## src/rtl/hwgen_ifg_scheduler.sv

```systemverilog
// hwgen_ifg_scheduler: paces replayed hwgen packets onto the transmit AXI4-Stream,
// holding each packet until its inter-frame gap has elapsed. Optional macro: HWGEN_SCHED_LEN_CHECK_EN.
module hwgen_ifg_scheduler #(
    parameter int DATA_WIDTH   = 64,
    parameter int NS2CYC_MUL   = 5,
    parameter int NS2CYC_SHIFT = 5
) (
    input  logic                    clk,
    input  logic                    rst_n,
    input  logic                    sched_en,
    input  logic                    hdr_valid,
    output logic                    hdr_ready,
    input  logic [15:0]             hdr_magic,
    input  logic [15:0]             hdr_orig_len,
    input  logic [31:0]             hdr_ifg,
    input  logic                    s_tvalid,
    output logic                    s_tready,
    input  logic                    s_tlast,
    input  logic [DATA_WIDTH/8-1:0] s_tstrb,
    input  logic [DATA_WIDTH-1:0]   s_tdata,
    output logic                    m_tvalid,
    input  logic                    m_tready,
    output logic                    m_tlast,
    output logic [DATA_WIDTH/8-1:0] m_tstrb,
    output logic [DATA_WIDTH-1:0]   m_tdata,
    output logic [31:0]             pkt_cnt,
    output logic [31:0]             drop_cnt,
    output logic [31:0]             len_err_cnt
);

    localparam int          STRB_W = DATA_WIDTH / 8;
    localparam logic [15:0] MAGIC  = 16'h6969;

    typedef enum logic [1:0] {
        ST_IDLE,
        ST_GAP,
        ST_SEND,
        ST_DROP
    } state_t;

    state_t      state_q, state_d;
    logic        ready_en_q, ready_en_d;
    logic [31:0] ifg_cyc_q, ifg_cyc_d;
    logic [31:0] idle_cnt_q, idle_cnt_d;
    logic [31:0] pkt_cnt_q, pkt_cnt_d;
    logic [31:0] drop_cnt_q, drop_cnt_d;

    logic hdr_hs;
    logic s_hs;
    logic m_hs;
    logic m_last_hs;

    // Ceiling of ns * MUL / 2^SHIFT; 35 bits keeps the product exact for any 32-bit gap.
    function automatic logic [31:0] ns_to_cyc(input logic [31:0] ns);
        logic [34:0] scaled;
        scaled = 35'(ns) * 35'(NS2CYC_MUL) + ((35'(1) << NS2CYC_SHIFT) - 35'(1));
        return 32'(scaled >> NS2CYC_SHIFT);
    endfunction

    always_comb begin
        hdr_ready = 1'b0;
        s_tready  = 1'b0;
        m_tvalid  = 1'b0;
        m_tlast   = 1'b0;
        m_tstrb   = '0;
        m_tdata   = '0;
        case (state_q)
            ST_IDLE: hdr_ready = sched_en && ready_en_q;
            ST_SEND: begin
                m_tvalid = s_tvalid;
                s_tready = m_tready;
                m_tlast  = s_tlast;
                m_tstrb  = s_tstrb;
                m_tdata  = s_tdata;
            end
            ST_DROP: s_tready = 1'b1;
            default: ;
        endcase
    end

    assign hdr_hs    = hdr_valid && hdr_ready;
    assign s_hs      = s_tvalid && s_tready;
    assign m_hs      = m_tvalid && m_tready;
    assign m_last_hs = m_hs && m_tlast;

    always_comb begin
        state_d    = state_q;
        ifg_cyc_d  = ifg_cyc_q;
        pkt_cnt_d  = pkt_cnt_q;
        drop_cnt_d = drop_cnt_q;
        ready_en_d = 1'b1;
        case (state_q)
            ST_IDLE: begin
                if (hdr_hs) begin
                    ifg_cyc_d = ns_to_cyc(hdr_ifg);
                    state_d   = (hdr_magic == MAGIC) ? ST_GAP : ST_DROP;
                end
            end
            ST_GAP: begin
                if (idle_cnt_q >= ifg_cyc_q) begin
                    state_d = ST_SEND;
                end
            end
            ST_SEND: begin
                if (m_last_hs) begin
                    pkt_cnt_d = pkt_cnt_q + 32'd1;
                    state_d   = ST_IDLE;
                end
            end
            ST_DROP: begin
                if (s_hs && s_tlast) begin
                    drop_cnt_d = drop_cnt_q + 32'd1;
                    state_d    = ST_IDLE;
                end
            end
            default: state_d = ST_IDLE;
        endcase
    end

    // Gap is measured from the last tlast handshake; a clear in the same cycle beats the increment.
    always_comb begin
        if (m_last_hs) begin
            idle_cnt_d = '0;
        end else if (idle_cnt_q != '1) begin
            idle_cnt_d = idle_cnt_q + 32'd1;
        end else begin
            idle_cnt_d = idle_cnt_q;
        end
    end

    always_ff @(posedge clk or negedge rst_n) begin
        if (!rst_n) begin
            state_q    <= ST_IDLE;
            ready_en_q <= 1'b0;
            ifg_cyc_q  <= '0;
            idle_cnt_q <= '1;
            pkt_cnt_q  <= '0;
            drop_cnt_q <= '0;
        end else begin
            state_q    <= state_d;
            ready_en_q <= ready_en_d;
            ifg_cyc_q  <= ifg_cyc_d;
            idle_cnt_q <= idle_cnt_d;
            pkt_cnt_q  <= pkt_cnt_d;
            drop_cnt_q <= drop_cnt_d;
        end
    end

    assign pkt_cnt  = pkt_cnt_q;
    assign drop_cnt = drop_cnt_q;

`ifdef HWGEN_SCHED_LEN_CHECK_EN
    logic [15:0] orig_len_q, orig_len_d;
    logic [15:0] byte_acc_q, byte_acc_d;
    logic [15:0] byte_sum;
    logic [31:0] len_err_cnt_q, len_err_cnt_d;

    function automatic logic [15:0] popcount(input logic [STRB_W-1:0] v);
        logic [15:0] n;
        n = '0;
        for (int i = 0; i < STRB_W; i++) begin
            n = n + 16'(v[i]);
        end
        return n;
    endfunction

    assign byte_sum = byte_acc_q + popcount(s_tstrb);

    // Holding the accumulator at zero through GAP clears it on entry to SEND.
    always_comb begin
        orig_len_d    = orig_len_q;
        byte_acc_d    = byte_acc_q;
        len_err_cnt_d = len_err_cnt_q;
        if (hdr_hs) begin
            orig_len_d = hdr_orig_len;
        end
        if (state_q == ST_GAP) begin
            byte_acc_d = '0;
        end else if (state_q == ST_SEND && m_hs) begin
            byte_acc_d = byte_sum;
            if (m_tlast && byte_sum != orig_len_q) begin
                len_err_cnt_d = len_err_cnt_q + 32'd1;
            end
        end
    end

    always_ff @(posedge clk or negedge rst_n) begin
        if (!rst_n) begin
            orig_len_q    <= '0;
            byte_acc_q    <= '0;
            len_err_cnt_q <= '0;
        end else begin
            orig_len_q    <= orig_len_d;
            byte_acc_q    <= byte_acc_d;
            len_err_cnt_q <= len_err_cnt_d;
        end
    end

    assign len_err_cnt = len_err_cnt_q;
`else
    logic unused_orig_len;

    assign unused_orig_len = ^hdr_orig_len;
    assign len_err_cnt     = '0;
`endif

endmodule

```

## config.mk

```make
export PLATFORM = sky130hd
export DESIGN_NAME = hwgen_ifg_scheduler
export DESIGN_NICKNAME = d
export VERILOG_FILES = /design/src/rtl/hwgen_ifg_scheduler.sv
export SDC_FILE = /design/constraint.sdc
export NUM_CORES = 1
export LEC_CHECK = 0
export BUFFER_PORTS_ARGS = -buffer_cell sky130_fd_sc_hd__buf_4
export CAP_MARGIN = 20
export CORE_AREA = 2 2 110 192
export CTS_CLUSTER_SIZE = 12
export DETAILED_ROUTE_END_ITERATION = 8
export DIE_AREA = 0 0 112 194
export PLACE_DENSITY = 0.88
export SYNTH_ARGS = -nofsm -noshare
export SYNTH_HDL_FRONTEND = slang
export SYNTH_SLANG_ARGS = --single-unit
export TNS_END_PERCENT = 100
```

## constraint.sdc

```tcl
create_clock -name clk -period 2.5 [get_ports clk]
set_input_delay 0.125 -clock clk [delete_from_list [all_inputs] [get_ports clk]]
set_output_delay 0.125 -clock clk [all_outputs]
set_load 0.1 [all_outputs]
```

## Word-level counts from Yosys, hierarchy flattened

Index checks and enable logic that the tools add are counted.

| word-level totals | value |
|---|---|
| register bits | 129 |
| latch bits | 0 |
| memory bits (writable) | 0 |
| ROM bits | 0 |
| bits of input ports | 143 |
| output and inout bits | 172 |
| logic and storage cells | 47 |
| memories | 0 |

| operators by class | value |
|---|---|
| add/sub/neg operators | 4 |
| multipliers | 1 |
| divide/modulo/power cells | 0 |
| magnitude comparators | 1 |
| equal/unequal tests | 9 |
| shift operators | 0 |
| multiplexer cells | 14 |
| bitwise operators | 0 |
| reductions and logical operators | 12 |

Operator list:

| cell | count |
|---|---|
| $add 32x1->32 const B | 3 |
| $mux 32 | 2 |
| $mux 64 | 1 |
| $add 35x5->35 const B | 1 |
| $mul 32x3->35 const B | 1 |
| $ge 32x30->1 | 1 |
| $ne 32x32->1 const B | 1 |
| $eq 16x15->1 const B | 1 |
| $mux 2 | 5 |
| $mux 8 | 1 |
| $ne 2x2->1 const B | 4 |
| $pmux 2 s4 | 1 |
| $logic_and 1x1->1 | 6 |
| $reduce_and 2->1 | 3 |
| $eq 2x2->1 const B | 2 |
| $reduce_and 4->1 | 1 |
| $mux 1 | 3 |
| $eq 2x1->1 const B | 1 |
| $logic_not 2->1 | 1 |
| $pmux 1 s2 | 1 |
| $reduce_bool 2->1 | 1 |

## Longest topological paths before layout

| logic depth | value |
|---|---|
| word-level depth | 6 |
| mapped depth | 12 |

## Worst setup path before layout

No wires, ideal clock.

| timing | value |
|---|---|
| path type | reg2reg |
| from | register state_q[0] |
| to | register ifg_cyc_q[25] |
| setup time | 129 ps |
| data arrival time | 3612 ps |
| path slack | -1240 ps |
| cell stages (with the launch flop) | 7 |
| buffers on the path | 2 |
| clock period less this slack | 3740 ps |
| cells stage by stage | dfrtp_1 > nor3_1 > nand2_1 > clkbuf_1 > clkbuf_1 > a211oi_1 > nand3_1 |

| between the ends | value |
|---|---|
| cells in the longest elaborated chain, start to end | 4 |

RTL lines:

| element | line | text |
|---|---|---|
| start, declared | 41 | `state_t state_q, state_d;` |
| start signal, assigned | 140 | `state_q <= state_d;` |
| $logic_not 2->1 | 67 | `case (state_q)` |
| $mux 1 | 67 |  |
| named net hdr_ready | 12 | `output logic hdr_ready,` |
| $logic_and 1x1->1 | 81 | `assign hdr_hs = hdr_valid && hdr_ready;` |
| $reduce_and 2->1 (no line) | -- |  |
| end signal, assigned | 142 | `ifg_cyc_q <= ifg_cyc_d;` |
| end, declared | 43 | `logic [31:0] ifg_cyc_q, ifg_cyc_d;` |

The timed path passes the listed nets, and every way through them passes these cells.
A chain may end at the register's enable or synchronous reset.

## Worst setup path in the final report

| timing | value |
|---|---|
| from | input port hdr_ifg[7] |
| to | register ifg_cyc_q[25] |

| between the ends | value |
|---|---|
| cells in the longest elaborated chain, start to end | 2 |

RTL lines:

| element | line | text |
|---|---|---|
| start, declared | 15 | `input logic [31:0] hdr_ifg,` |
| $mul 32x3->35 | 56 | `scaled = 35'(ns) * 35'(NS2CYC_MUL) + ((35'(1) << NS2CYC_SHIFT) - 35'(1));` |
| $add 35x5->35 | 56 |  |

No other way between the ends.

==> results.json <==
{
  "syn2layout_area_growth_pct": 42.71,
  "initial_core_util_pct": 46.17,
  "synthMuxAreaShare_pct": 0.4561,
  "ir_drop_v": 0.001231,
  "outcome": "finished with violations",
  "synthAdderAreaFrac_pct": 16.79,
  "p_total_mw": 13.51,
  "synthesis.area_sq_um": 9328,
  "grt_pass1_wl_um": 47140,
  "r2r_end": "state_q[1]",
  "reg2reg_from": "idle_cnt_q[9]",
  "antenna_found_initial": 0,
  "slew_viol_final": 0,
  "clock_skew_ps": 13.24,
  "cts_tree": "done",
  "synth_area_leaders": "dfrtp_1 26%, ha_1 16%, dfstp_2 9.0%, xnor2_1 7.2%, and2_1 5.6%",
  "portBuffers": 266,
  "die_h_um": 194,
  "final.setup.tns_ps": -182.9,
  "powerDensity_nw_per_um2": 1015,
  "groute.usage.overall_pct": 27.43,
  "hold_class": "input pin to flip-flop",
  "firstDrtPassIters": 5,
  "h-tree-depth": 4,
  "max_freq_mhz": 378.1,
  "synth_top_flop_cell": "dfrtp_1",
  "cts_root_buf": "clkbuf_16",
  "hold_end": "state_q[1]",
  "ys_ff_latch": 129,
  "required_ps": 2860,
  "dp.cells": 1599,
  "path_clk_slew_ps": 60,
  "cpMostUsedCell": "ha_4",
  "whs_path_depth": 3,
  "crit_buf_inv": 1,
  "worst_path_largest_cell_delay_ps": 470,
  "cts_made_buffers": 17,
  "layout.cells.non_filler": 1639,
  "gp_congestion": 0.9770,
  "synth.largest_area_cell": "dfrtp_1",
  "post-place-ws_ps": -656.3,
  "r2r_cells": 9,
  "core_sq_um": 20200,
  "wl_um": 30340,
  "fin_ws_ps": -144.6,
  "grt_overflow": 0,
  "placed_area_sq_um": 12440,
  "start_kind": "input pin",
  "async_flop_share_pct": 100.0,
  "drcViolationCount": 0,
  "fin_area_sq_um": 13310,
  "worstPathMaxFanout": 3,
  "clockBufferDepth": 2,
  "vias": 8845,
  "finalNetCount": 1644,
  "synthSimpleGateAreaFrac_pct": 21.64,
  "drive_above_1_share_pct": 37.12,
  "yosysTopAreaCellShare_pct": 26.02,
  "cp.arrival_ps": 3010,
  "setup_viol": 3,
  "die_area_sq_um": 21730,
  "rows": 69,
  "drtIter0Drc": 743,
  "synth_edf_count": 0,
  "seq_area_frac_synth_pct": 35.04,
  "holdCritStartpoint": "m_tready",
  "final_util_pct": 65.89,
  "finalCritPeriodShare_pct": 105.8,
  "synth_xor_area_share_pct": 10.05,
  "ys_types": 59,
  "slew_headroom_pct": 58.80,
  "p_leak_nw": 6.583,
  "syn_area_per_cell_sq_um": 9.226,
  "cpMaxStageDelayCell": "or4b_1",
  "clock_latency_ps": 420,
  "first_global_vias": 9075,
  "viasPerCell": 5.397,
  "max-cap-violations": 0,
  "grt_max_degree": 75,
  "syn_inst": 1011,
  "wire_per_inst_um": 18.51,
  "r2r_slack_ps": 60,
  "rsz0062_at_grt": "true",
  "tightest_slew_ps": 618.0,
  "synth_top_family_by_area": "simple AND/OR/NAND/NOR gates",
  "dp_hpwl_um": 24090,
  "layout_min_cycle_time_ps": 2645,
  "crit_family": "compound AO/OA/AOI/OAI gates",
  "crit_type": "input pin to flip-flop",
  "final_antenna_net_count": 0,
  "io_pins": 315,
  "end_kind": "flip-flop",
  "synth-compound-area-share_pct": 10.48,
  "crit_chain": "buf_8 -> ha_4 -> ha_4 -> ha_4 -> and4_4 -> a221o_1 -> a311o_1 -> o21ai_2 -> o211ai_2 -> a221o_1 -> or4b_1 -> nand3_1",
  "die_w_um": 112,
  "whs_ps": 93.79,
  "cts.sinks": 129,
  "synth_warnings": 0,
  "hold_violations": 0,
  "violations": "setup timing"
}
-- layer usage --
layer | track usage (%) | routed length (um) | share of wire [%]
met5 | 0 | 0 | 0
met4 | 11.20 | 1127 | 3.7
met3 | 4.439 | 1623 | 5.4
met1 | 29.96 | 11250 | 37
met2 | 51.83 | 16330 | 54
-- area by class of cell --
type	count	area, sq um
tap	248	310.3
multi-input combinational	809	6091
antenna	1	2.502
clock buffer	17	425.4
sequential	129	3316
inverter	49	183.9
timing repair buffer	371	2824
clock inverter	15	158.9
fill	1565	6890
-- how the worst max path moves through the flow --
stage / from / endpoint / cells after the start
final: hdr_ifg[7] / ifg_cyc_q[25] / 12
after global routing: hdr_ifg[7] / ifg_cyc_q[25] / 12
after CTS: hdr_ifg[7] / ifg_cyc_q[25] / 12
after detailed placement: hdr_ifg[7] / ifg_cyc_q[25] / 12
after global placement: hdr_ifg[7] / ifg_cyc_q[25] / 12
after floorplan: hdr_ifg[7] / ifg_cyc_q[25] / 11
-- worst min-delay path: stages --
cell,delay (ps)
buf_4,110
o21ai_0,70
a22o_1,170
-- registers in the layout, summed over array words and instances (netlist names) --
signal,flops
state_q,2
ready_en_q,1
idle_cnt_q,32
pkt_cnt,32
ifg_cyc_q,30
drop_cnt,32
-- Yosys cell counts, types with 22 or more instances --
cell type	n
nand3_1	39
ha_1	122
xnor2_1	77
a21oi_1	38
dfrtp_1	97
nor2_1	59
o21ai_0	51
nand4_1	24
clkbuf_1	22
and2_1	83
nand2_1	94
inv_1	49
and3_1	23
buf_4	32
xor2_1	30
dfstp_2	32
-- placed cells by master, fill, tap and decap left out, drive strengths merged, types with 6 or more instances in the layout --
cell	count
a211oi	8
a21o	13
a21oi	38
and2	83
and3	23
and4	10
buf	370
clkbuf	17
clkinv	6
conb	33
dfrtp	97
dfstp	32
ha	122
inv	53
nand2	94
nand3	39
nand4	24
nor2	59
nor2b	6
nor3	14
o211ai	7
o21a	10
o21ai	53
or3	7
xnor2	77
xor2	30
-- cell families after synthesis --
family / count (synthesis)
AO/OA/AOI/OAI: 157
XOR/XNOR: 107
adder cells (fa/ha/maj): 124
buffers and inverters: 104
flip-flops: 129
multiplexers: 4
other: 2
AND/OR/NAND/NOR: 384
-- report_power, final --
part	internal, mW	switching, mW	total, mW
Combinational	2.35	5.50	7.86
Clock	1.48	1.01	2.49
Sequential	2.72	0.446	3.17
Total	6.56	6.96	13.5
-- repair_timing --
| item | in CTS | in global routing |
|---|---|---|
| gates resized for setup | 19 | 29 |
| hold endpoints to repair | 43 | 0 |
| hold buffers | 1 | 0 |
| buffers inserted | 1 | 6 |
| setup endpoints to repair | 10 | 27 |
| pin swaps | 6 | 17 |
No activity file was read; power rests on OpenSTA's default activity.
